### src/rtl/pipe_stage_reg.sv
`default_nettype none
// ============================================================================
//  Module      : pipe_stage_reg
//  Description : Inter-stage pipeline register (IR/PC/EXC/BD/valid) with
//                stall, flush and bubble modes and a saturating stall counter.
//  Revision    : 1.0  initial release
// ============================================================================
module pipe_stage_reg #(
    parameter int          IR_W           = 32,
    parameter int          PC_W           = 32,
    parameter int          EXC_W          = 5,
    parameter logic [31:0] RESET_PC       = 32'h0000_3000,
    parameter int          CNT_W          = 16,
    parameter bit          BUBBLE_KEEP_PC = 1'b1
) (
    input  logic             clk,
    input  logic             reset,
    input  logic             stall,
    input  logic             flush,
    input  logic             bubble,
    input  logic [PC_W-1:0]  flush_pc,
    input  logic [IR_W-1:0]  ir_in,
    input  logic [PC_W-1:0]  pc_in,
    input  logic [EXC_W-1:0] exc_in,
    input  logic             bd_in,
    input  logic             valid_in,
    output logic [IR_W-1:0]  ir_out,
    output logic [PC_W-1:0]  pc_out,
    output logic [EXC_W-1:0] exc_out,
    output logic             bd_out,
    output logic             valid_out,
    output logic [CNT_W-1:0] stall_cnt
);

    localparam logic [PC_W-1:0]  C_RESET_PC = PC_W'(RESET_PC);
    localparam logic [CNT_W-1:0] C_CNT_MAX  = '1;

    logic [IR_W-1:0]  ir_q,    ir_d;
    logic [PC_W-1:0]  pc_q,    pc_d;
    logic [EXC_W-1:0] exc_q,   exc_d;
    logic             bd_q,    bd_d;
    logic             valid_q, valid_d;
    logic [CNT_W-1:0] cnt_q,   cnt_d;

    // A plain if-chain: an unknown control falls through to the next mode,
    // so X/Z on flush/stall/bubble behaves as deasserted.
    always_comb begin
        ir_d    = ir_q;
        pc_d    = pc_q;
        exc_d   = exc_q;
        bd_d    = bd_q;
        valid_d = valid_q;
        cnt_d   = cnt_q;
        if (flush) begin
            ir_d    = '0;
            pc_d    = flush_pc;
            exc_d   = '0;
            bd_d    = 1'b0;
            valid_d = 1'b0;
        end else if (stall) begin
            if (cnt_q != C_CNT_MAX) begin
                cnt_d = cnt_q + CNT_W'(1);
            end
        end else if (bubble) begin
            ir_d    = '0;
            pc_d    = BUBBLE_KEEP_PC ? pc_in : '0;
            exc_d   = '0;
            bd_d    = 1'b0;
            valid_d = 1'b0;
        end else begin
            ir_d    = ir_in;
            pc_d    = pc_in;
            exc_d   = valid_in ? exc_in : '0;
            bd_d    = bd_in;
            valid_d = valid_in;
        end
    end

    always_ff @(posedge clk) begin
        if (reset) begin
            ir_q    <= '0;
            pc_q    <= C_RESET_PC;
            exc_q   <= '0;
            bd_q    <= 1'b0;
            valid_q <= 1'b0;
            cnt_q   <= '0;
        end else begin
            ir_q    <= ir_d;
            pc_q    <= pc_d;
            exc_q   <= exc_d;
            bd_q    <= bd_d;
            valid_q <= valid_d;
            cnt_q   <= cnt_d;
        end
    end

    assign ir_out    = ir_q;
    assign pc_out    = pc_q;
    assign exc_out   = exc_q;
    assign bd_out    = bd_q;
    assign valid_out = valid_q;
    assign stall_cnt = cnt_q;

endmodule
`default_nettype wire

### config.mk
export PLATFORM = sky130hd
export DESIGN_NAME = pipe_stage_reg
export DESIGN_NICKNAME = d
export VERILOG_FILES = /design/src/rtl/pipe_stage_reg.sv
export SDC_FILE = /design/constraint.sdc
export NUM_CORES = 1
export LEC_CHECK = 0
export CAP_MARGIN = 5
export CORE_UTILIZATION = 35
export CTS_BUF_LIST = sky130_fd_sc_hd__clkbuf_8
export CTS_CLUSTER_DIAMETER = 150
export DETAILED_ROUTE_END_ITERATION = 10
export GPL_TIMING_DRIVEN = 1
export PLACE_DENSITY = 0.7
export SYNTH_ARGS = -nofsm -noshare
export SYNTH_HDL_FRONTEND = slang
export SYNTH_SLANG_ARGS = --single-unit
### constraint.sdc
create_clock -name clk -period 1.85 [get_ports clk]
set_input_delay 0.37 -clock clk [delete_from_list [all_inputs] [get_ports clk]]
set_output_delay 0.37 -clock clk [all_outputs]
set_load 0.02 [all_outputs]
==> impl_results.md <==
* Count leader, synth: nor2_1
* Area Overhead vs Synth at 63.8%
* CTS sink count at 87
* All-Layer GR Usage at 0.192
* Die height at approximately 100 um
* Netlist cell types at 36
* DP Wirelength at around 7700 um
* Worst path bufs/invs at 1
* Worst-skew pair later-pin latency at between 0.3 and 0.4 ns
* Status: finished, final reports clean
* Cells along the critical path: clkdlybuf4s50_1
* Fmax at approximately 0.56 GHz
* CP Class: reg -> out
* Fin area at 0.00588 sq mm
* Final WL at ~11000 um
* Tot Pwr at 4.06 mW
* Fin util at 0.596
* Fraction of layout instances using a drive strength above 1 at 0.0633
* Final setup vio count at 0
* Power per cell area at between 600 and 700 mW/mm^2
* Placed insts at just over 700
* Post-route ant nets at 0
* Startpoint types: register
* Tcrit/Tclk final at 0.961
* Peak supply drop at ~0.00047 V
* Synth warn at 0
* R2r setup slk at approximately 0.14 ns
* Total die area at ~0.011 sq mm
* Slew Limit Fails at 0
* Syn Area/Cell at slightly below 9 sq um
* Starting Density at 0.364
* Time the worst path needs with I/O delays and setup at between 1.5 and 2 ns
* Total CTS buffers at 9
* Clock transition at the registers of the reported paths at 0.09 ns
* Finished Layout Cells at 733
* DP Worst Slack at -0.356 ns
* Total global routing overflow at 0
* Yosys top cell area share at 0.485
* Via count at ~3600
* Worst Skew at roughly 0.008 ns
* Asr flop ratio synth at 0
* Slowest-stage cell, CP: clkdlybuf4s50_1
* Via density at around 5
* Diode count at 0
* Type of the most critical hold path: in -> reg
* Max-Cap Viols at 0
* Syn nets at 519
* Worst slew margin at 0.511
* Post-Synthesis Cells at roughly 400
* Largest net degree at the start of global routing at slightly above 60
* # port buffers at just under 200
* Placed Area at around 0.0056 sq mm
* DRT iter0 DRCs at 155
* Final #Nets at roughly 700
* Post-synthesis register bit count at between 80 and 90
* Seq/Total Area, Yosys at 0.485
* Cell taking the most area after synthesis: dfxtp_1
* Prevailing post-synth register cell: dfxtp_1
* RSZ-0062 raised after global routing: no
* Mapped Area at between 0.003 and 0.004 sq mm
* First-pass GRT wire length at roughly 16000 um
* Critical path capture point type: output port
* CP top delay family: buffers and inverters
* CTS Buffer Depth at 2
* Root Driver: clkbuf_8
* Avg WL per Cell at about 15 um
* Largest cells by area after synthesis: dfxtp_1 (49%), nor2_1 (10%), mux2i_1 (9.5%), a21oi_1 (6.8%), a22oi_1 (6.7%)
* Critical path fanouts, max at 5
* Post-synth EDFFs at 0
* Gpl congestion at just under 0.8
* Vias in the first global route at ~3300
* Core region area at 0.00986 sq mm
* Crit path required time at roughly 1.5 ns
* Row count at 36
* H-tree depth at 3
* Die W at approximately 100 um
* Setup ws final at approximately 0.073 ns
* Leakage at ~2.3 nW
* Actual slew at the worst max-slew pin at 0.733 ns
* Max stage delay on crit path at approximately 0.64 ns
* Detailed-router iteration count before antenna repair at 6
* Initial antenna violation count at 0
* Final hold vios at 0
* Top-level I/O count at 195
* Postcts setup bufs at 0
* CTS tree: done
* DRC viols at 0
* Synth cell count leaders: nor2_1 (100), dfxtp_1 (87), a21oi_1 (49)
* WP data arrival at 1.41 ns
==> tightest hold or removal path, cell delays in order <==
cell and delay [ns]:
buf_2 0.17, mux2i_1 0.10, nand2_1 0.06
==> kinds of logic after synthesis <==
| kind of cell | count (synthesis) | synth area share |
|---|---|---|
| mux | 36 | 0.101 |
| simple gates | 156 | 0.208 |
| buf+inv | 32 | 0.0380 |
| fa+ha+maj | 1 | 0.00348 |
| flops | 87 | 0.485 |
| compound gates | 98 | 0.164 |
==> per-stage QoR <==
step / hold WS [ns] / setup TNS (ns)
floorplan: 0.476 / 0
global placement: 0.447 / -6.94
detailed placement: 0.460 / -10.07
CTS: 0.378 / 0
global route: 0.402 / 0
finish: 0.389 / 0
==> layer usage <==
layer	track usage	up-vias	wire, um
met5	0	-	0
li1	-	1815	-
met1	0.221	1659	4340
met2	0.332	142	5270
met4	0.0607	0	75
met3	0.0699	6	1040
==> area by class of cell <==
cell class | count | area (sq um)
fillers | 852 | 3980
repair buffers | 204 | 2040
flip-flops and latches | 87 | 1740
multi-input cells | 291 | 1720
well taps | 133 | 166
clock buffers | 10 | 138
clock inverters | 6 | 67.6
inverters | 2 | 7.51
==> timing repair <==
item	4_1_cts	5_1_grt
pin swaps	0	0
setup endpoints to repair	2	8
hold buffers	0	0
resized for setup	2	7
==> layout by cell type, fill, tap and decap left out, types with 4 or more instances in the layout <==
cell | synthesis | layout
dfxtp_1 | 87 | 87
mux2i_1 | 34 | 34
buf_4 | 2 | 9
dlymetal6s2s_1 | 0 | 5
or3_1 | 9 | 9
nand2_1 | 11 | 11
o21ai_0 | 10 | 9
clkdlybuf4s50_1 | 0 | 185
a21oi_1 | 49 | 49
nor2_1 | 100 | 99
nand3_1 | 5 | 4
nand3b_1 | 6 | 6
nand4_2 | 4 | 4
clkbuf_8 | 0 | 10
a22oi_1 | 32 | 32
==> flip-flops by register name, summed over array words and instances (netlist names) <==
signal	cells
ir_out	32
bd_out	1
valid_out	1
exc_out	5
stall_cnt	16
pc_out	32
==> report_power, final <==
part           internal (mW)  leakage, nW  switching [mW]
combinational          0.411         1.51           0.312
clock                  0.669       0.0993           0.693
sequential              1.94        0.710          0.0351
total                   3.02         2.32            1.04
==> final timing paths <==
kind                         startpoint                         end  depth (start not counted)
max          stall_cnt[10]$_SDFFE_PP0P_               stall_cnt[10]                          1
min                               flush     pc_out[12]$_SDFFE_PP1P_                          3
max reg2reg   stall_cnt[0]$_SDFFE_PP0P_  stall_cnt[10]$_SDFFE_PP0P_                          5
min reg2reg     exc_out[4]$_SDFFE_PP0N_     exc_out[4]$_SDFFE_PP0N_                          2
Note: power is estimated with default switching activity, not from simulation.
